<file path="src/rtl/div_5_detector.sv">
// Serial MSB-first divisibility detector: flags a nonzero accumulated value divisible by DIVISOR.
// Optional DIV_5_DETECTOR_REM_OUT_EN exposes the running remainder and the nonzero flag.
module div_5_detector #(
  parameter  int unsigned DIVISOR = 5,
  localparam int unsigned REM_W   = $clog2(DIVISOR)
) (
  input  logic             clk,
  input  logic             rst,
  input  logic             in_bit,
  output logic             div_5
`ifdef DIV_5_DETECTOR_REM_OUT_EN
  ,
  output logic [REM_W-1:0] rem_out,
  output logic             nonzero
`endif
);

  localparam int unsigned SUM_W = REM_W + 1;

  logic [REM_W-1:0] rem_q, rem_d;
  logic             first_1_seen_q, first_1_seen_d;
  logic [SUM_W-1:0] sum;

  // State register: remainder and first-one flag, cleared asynchronously.
  always_ff @(posedge clk or posedge rst) begin
    if (rst) begin
      rem_q          <= '0;
      first_1_seen_q <= 1'b0;
    end else begin
      rem_q          <= rem_d;
      first_1_seen_q <= first_1_seen_d;
    end
  end

  // Next state: 2*rem + bit is below 2*DIVISOR, so one conditional subtract reduces it.
  always_comb begin
    rem_d          = rem_q;
    first_1_seen_d = first_1_seen_q | in_bit;
    sum            = {rem_q, in_bit};
    if (sum >= SUM_W'(DIVISOR)) begin
      rem_d = REM_W'(sum - SUM_W'(DIVISOR));
    end else begin
      rem_d = REM_W'(sum);
    end
  end

  // Moore output decode from registered state only.
  always_comb begin
    div_5 = first_1_seen_q && (rem_q == '0);
`ifdef DIV_5_DETECTOR_REM_OUT_EN
    rem_out = rem_q;
    nonzero = first_1_seen_q;
`endif
  end

endmodule

</file>
<file path="config.mk">
export PLATFORM = sky130hd
export DESIGN_NAME = div_5_detector
export DESIGN_NICKNAME = d
export VERILOG_FILES = /design/src/rtl/div_5_detector.sv
export SDC_FILE = /design/constraint.sdc
export NUM_CORES = 1
export LEC_CHECK = 0
export ABC_AREA = 1
export CORE_AREA = 4 4 41 43
export DETAILED_ROUTE_END_ITERATION = 12
export DIE_AREA = 0 0 45 47
export PLACE_DENSITY = 0.4
export SLEW_MARGIN = 10
export SYNTH_ARGS = -nofsm -noshare
export SYNTH_HDL_FRONTEND = slang
export SYNTH_SLANG_ARGS = --single-unit
</file>
<file path="constraint.sdc">
create_clock -name clk -period 1.6 [get_ports clk]
set_input_delay 0.32 -clock clk [delete_from_list [all_inputs] [get_ports clk]]
set_output_delay 0.32 -clock clk [all_outputs]
set_load 0.02 [all_outputs]
</file>
==> results of run 1 <==
## cells in the final DEF, fill, tap and decap left out, drive strengths merged
master	netlist	layout
a21oi	1	1
buf	0	2
clkbuf	0	4
clkdlybuf4s50	0	2
dfrtp	4	4
ha	2	2
inv	8	8
nand2	8	8
nand3	2	2
nand4	2	2
nor2	1	1
nor3	1	1
## cells by family (layout without fill, tap and decap cells)
group	count (synthesis)	in the layout	synth area share (%)
adders and majority gates	2	2	11.2
buffers and inverters	8	16	13.4
AOI/OAI and AO/OA	1	1	2.23
and+or+nand+nor	14	14	28.5
DFF	4	4	44.7
## power by group
part           switching [mW]  leakage [nW]  internal (mW)
clock                  0.0337        0.0138         0.0833
combinational           0.142         0.112          0.109
sequential             0.0242        0.0454          0.141
total                   0.200         0.171          0.334
## state kept, by name, indices dropped and copies added (netlist names)
signal	count
rem_q	3
first_1_seen_q	1
## stage by stage
step / instances / cell area, um^2 / hold slack [ns] / worst slack (ns)
after floorplan: 29 / 224 / 0.0861 / 0.304
after global placement: 49 / 288 / 0.438 / -0.0232
after detailed placement: 49 / 288 / 0.455 / -0.00849
after CTS: 52 / 309 / 0.268 / 0.0270
after global routing: 52 / 305 / 0.300 / 0.0519
final: 52 / 305 / 0.270 / 0.193
## cell type report
cell class                      count  area, um^2
Fill cell                         152         996
Timing Repair Buffer                5        40.0
Inverter                            8        30.0
Multi-Input combinational cell     17        93.8
Clock buffer                        3        22.5
Sequential cell                     4         100
Tap cell                           15        18.8
## how the worst max path moves through the flow
| stage | startpoint | to | slack, ns |
|---|---|---|---|
| after floorplan | rem_q[2]$_DFF_PP0_ | div_5 | 0.30 |
| after global placement | rem_q[2]$_DFF_PP0_ | div_5 | -0.02 |
| after detailed placement | rem_q[2]$_DFF_PP0_ | div_5 | -0.008 |
| after CTS | rem_q[2]$_DFF_PP0_ | div_5 | 0.03 |
| after global routing | rem_q[2]$_DFF_PP0_ | div_5 | 0.05 |
| final | rem_q[2]$_DFF_PP0_ | div_5 | 0.19 |
## per-layer routing
| layer | vias to the layer above | GRT usage (%) | share of wire, % |
|---|---|---|---|
| met5 | - | 0 | 0 |
| met4 | 0 | 3.51 | 0 |
| met3 | 0 | 4.60 | 5.5 |
| met2 | 5 | 6.78 | 52 |
| met1 | 86 | 6.21 | 43 |
| li1 | 105 | - | - |
## timing repair
| action | in CTS | in global routing |
|---|---|---|
| setup endpoints to repair | 1 | 1 |
| gates resized for setup | 1 | 3 |
| buffers inserted | 0 | 0 |
## worst reg2reg max path, cell delays in order (launching register included)
cell and delay, ns:
dfrtp_1 0.39, inv_1 0.08, ha_1 0.19, inv_1 0.05, nand2_1 0.09, nand2_1 0.06
a21oi_1 0.11
## Yosys cell counts
| master | instances | share of area [%] |
|---|---|---|
| inv_1 | 7 | 12 |
| nand2_1 | 7 | 12 |
| dfrtp_1 | 4 | 45 |
| ha_1 | 2 | 11 |
| nand3_1 | 2 | 4.5 |
| nand4_1 | 2 | 5.6 |
| a21oi_1 | 1 | 2.2 |
| inv_2 | 1 | 1.7 |
| nand2_2 | 1 | 2.8 |
| nor2_1 | 1 | 1.7 |
| nor3_1 | 1 | 2.2 |
==> results.txt, run 1 <==
run status = finished, final reports clean
max_slew headroom = 90.3%
Sink Count = 4
area delta synth->final = 36.3%
core area = 1300 um^2
Die Y = 47 um
final wirelength = 382 um
Worst-path clk slew = 0.03 ns
Worst EP arrival = 1.09 ns
CP required = 1.28 ns
Unique masters post-synth = 11
share of layout cells above drive strength 1 = 21.6%
critical-path cell list = inv_1 -> nand2_2 -> nor3_1 -> clkbuf_2
Levels on crit path = 4
Synth warnings = 0
grt total ovfl = 0
first-pass detailed-route iteration total = 4
Clock Skews = 0.00237 ns
# IOs = 4
number of port buffers = 3
FMAX = 711 MHz
RSZ-0062 raised after global routing = false
worst slew pin tran = 0.145 ns
Crit. End Element = output pin
flop and latch count out of synthesis = 4
vias per inst = 3.77
crit start category = flip-flop
WP buf/inv = 2
vias post-DR = 196
largest net degree at the start of global routing = 5
ant diodes = 0
pwr/cell area = 1750 nW/um^2
final routed DRC violation total = 0
Initial Util = 17.2%
reg2reg path depth = 6
flop-to-flop setup slack = 0.57 ns
drt wl/cell = 7.35 um
setup TNS = 0 ns
Final ANT Viol Nets = 0
GP Congestion = 0.764
H-tree depth = 1
sequential area share after synthesis = 44.7%
Syn Inst Count = 29
syn_area_per_cell = 7.72 um^2
Tot GR Track Use = 5.47%
vias in the first global route = 195
first-pass GRT wire length = 765 um
die width = 45 um
# setup viols final = 0
Cell Area, Synth = 224 um^2
largest stage delay on the critical path = 0.37 ns
critical path's slowest cell = dfrtp_1
Root Driver = clkbuf_4
detailed placer's ending HPWL = 344 um
syn_nets = 34
antenna violations before repair = 0
post-route clock period utilization = 87.9%
nets = 44
Rows = 13
class of the most critical setup path = flip-flop to output pin
CP delay by family, top = flip-flops
number of max-cap violations = 0
total CTS buffers = 3
worst hold path type = input port to async pin
Max IR drop VDD = 541 uV
initial DRC count = 8
Fin. Hold Viols = 0
biggest fanout along the worst timing path = 4
post-route minimum period = 1.41 ns
Worst-Skew Late Latency = 0.23 ns
Max Slew Vio Count = 0
die area = 2120 um^2
CTS max path bufs = 2
launching point of the worst reg2reg path = rem_q[0]$_DFF_PP0_
Final Util = 23.5%
Leak Pwr = 0.171 nW
Overall Power = 534 uW
Crit Reg-Reg Endpoint = rem_q[2]$_DFF_PP0_
CTS tree = built
# hold bufs at CTS = 0
(Power assumes the default switching activity.)
==> run 2: changes to the inputs <==
- REMOVE_ABC_BUFFERS: not set -> 1
==> results of run 2 <==
Same layout as run 1: the final DEF is identical, and so are final timing and power.
==> run 3: changes to the inputs <==
- PLACE_DENSITY: 0.4 -> not set
==> results.txt, run 3 (same netlist as run 1, synthesis figures left out) <==
largest stage delay on the critical path = 0.37 ns (about the same)
share of layout cells above drive strength 1 = 23.7% (+2.1 points)
ant diodes = 0 (unchanged)
vias post-DR = 198 (+1.0%)
final routed DRC violation total = 0 (unchanged)
die width = 45 um (unchanged)
Max Slew Vio Count = 0 (unchanged)
Initial Util = 17.2% (unchanged)
vias in the first global route = 219 (+12%)
Die Y = 47 um (unchanged)
internal power = 348 uW (+4.4%)
# setup viols final = 0 (unchanged)
Worst EP arrival = 1.08 ns (about the same)
run status = finished, final reports clean
pre-CTS setup slack = 0.0151 ns (+0.0236 ns)
number of max-cap violations = 0 (unchanged)
Final Util = 24.0% (+0.58 points)
area of the multi-input gates = 93.8 um^2 (unchanged)
fill cell count = 158 (+3.9%)
Final ANT Viol Nets = 0 (unchanged)
total CTS buffers = 3 (unchanged)
Rows = 13 (unchanged)
detailed placer's ending HPWL = 359 um (+4.4%)
initial DRC count = 3 (-5)
CTS tree = built
final wirelength = 454 um (+19%)
max reg flops = 3 (unchanged)
Crit. End Element = output pin
Logic pwr share = 48.1% (+1.0 points)
grt total ovfl = 0 (unchanged)
post-route minimum period = 1.40 ns (-0.00287 ns)
largest net degree at the start of global routing = 5 (unchanged)
dpl cells = 50 (+2.0%)
# hold bufs at CTS = 0 (unchanged)
class of the most critical setup path = flip-flop to output pin
# IOs = 4 (unchanged)
post-CTS setup buffers = 0 (unchanged)
DP Area = 295 um^2 (+2.6%)
register area = 100 um^2 (unchanged)
nets = 45 (+2.3%)
crit start category = flip-flop
first-pass GRT wire length = 883 um (+15%)
area delta synth->final = 39.7%
Root Driver = clkbuf_4
Leak Pwr = 0.176 nW (+2.7%)
biggest regs = rem_q x3, first_1_seen_q x1
core area = 1300 um^2 (unchanged)
worst slew pin tran = 0.150 ns (+0.00520 ns)
CTS max path bufs = 2 (unchanged)
Hold Slack = 0.272 ns (+0.00219 ns)
worst hold path type = input port to async pin
Sw Ratio = 38.3% (+0.83 points)
Fin. Hold Viols = 0 (unchanged)
pwr/cell area = 1800 nW/um^2 (+3.3%)
CP required = 1.28 ns (about the same)
Final WS setup = 0.196 ns (+0.00287 ns)
antenna violations before repair = 0 (unchanged)
max_slew headroom = 89.9% (-0.35 points)
commonest cells after routing, fill and taps aside = 7 x inv_1, 7 x nand2_1, 4 x dfrtp_1, 3 x clkbuf_4, 3 x buf_4
Psw = 216 uW (+8.1%)
clock network power share = 22.0% (about the same)
FMAX = 712 MHz (+0.20%)
setup TNS = 0 ns (unchanged)
Tot GR Track Use = 6.26% (+0.79 points)
Max IR drop VDD = 748 uV (+38%)
RSZ-0062 raised after global routing = false
GP Congestion = 0.805 (+5.4%)
post-route clock period utilization = 87.8% (-0.18 points)
vias per inst = 3.74 (-0.89%)
Worst-Skew Late Latency = 0.24 ns (about the same)
Overall Power = 564 uW (+5.8%)
critical-path cell list = inv_1 -> nand2_2 -> nor3_1 -> clkbuf_2
first-pass detailed-route iteration total = 4 (unchanged)
Worst-path clk slew = 0.04 ns (about the same)
number of port buffers = 3 (unchanged)
biggest fanout along the worst timing path = 4 (unchanged)
Largest Register = rem_q
die area = 2120 um^2 (unchanged)
Cell Count, Final, Fillers Out = 53 (+1.9%)
H-tree depth = 1 (unchanged)
Sink Count = 4 (unchanged)
drt wl/cell = 8.57 um (+17%)
critical path's slowest cell = dfrtp_1
post-route cell area = 313 um^2 (+2.5%)
sequential share of power = 29.8% (-1.2 points)
Clock Skews = 0.00270 ns (+0.000332 ns)
-- run 3: cell count changes in the layout (fill, tap and decap cells not counted) --
cell / change
buf_4: +1
-- run 3: power by group through the flow --
stage,combinational [mW],clock [mW],sequential [mW]
floorplan,0.171,0,0.163
global route,0.319,0.138,0.175
finish,0.272,0.124,0.168
CTS,0.279,0.128,0.169
global placement,0.284,0,0.168
detailed placement,0.286,0,0.170
-- run 3: final timing paths --
kind | from | end | slack, ns | cells after the start
worst max register to register | rem_q[0]$_DFF_PP0_ | rem_q[2]$_DFF_PP0_ | 0.51 | 6
max in group asynchronous | rst | rem_q[2]$_DFF_PP0_ | 1.17 | 2
worst max-delay path | rem_q[2]$_DFF_PP0_ | div_5 | 0.20 | 4
worst min-delay path | rst | rem_q[0]$_DFF_PP0_ | 0.27 | 2
worst min register to register | first_1_seen_q$_DFF_PP0_ | first_1_seen_q$_DFF_PP0_ | 0.45 | 2
min in group clk | first_1_seen_q$_DFF_PP0_ | first_1_seen_q$_DFF_PP0_ | 0.45 | 2
-- run 3: area by class of cell --
type                            count  share of cell area (%)
Sequential cell                     4                    32.0
Multi-Input combinational cell     17                    30.0
Timing Repair Buffer                6                    15.2
Inverter                            8                    9.60
Clock buffer                        3                    7.20
Tap cell                           15                    6.00
-- run 3: repair_timing --
item	in CTS	in global routing
pin swaps	0	0
setup endpoints to repair	1	1
gates resized for setup	1	3
-- run 3: critical path, delay by kind of cell (launching register included) --
kind                   cells  cell delay, ns
DFF                        1            0.37
buffers and inverters      2            0.27
and+or+nand+nor            2            0.21
-- run 3: metal layers --
metal  share of wire [%]  global-route usage (%)
met1                  46                    7.59
met2                  41                    7.63
met3                  13                    4.60
met4                   0                    4.09
met5                   0                       0
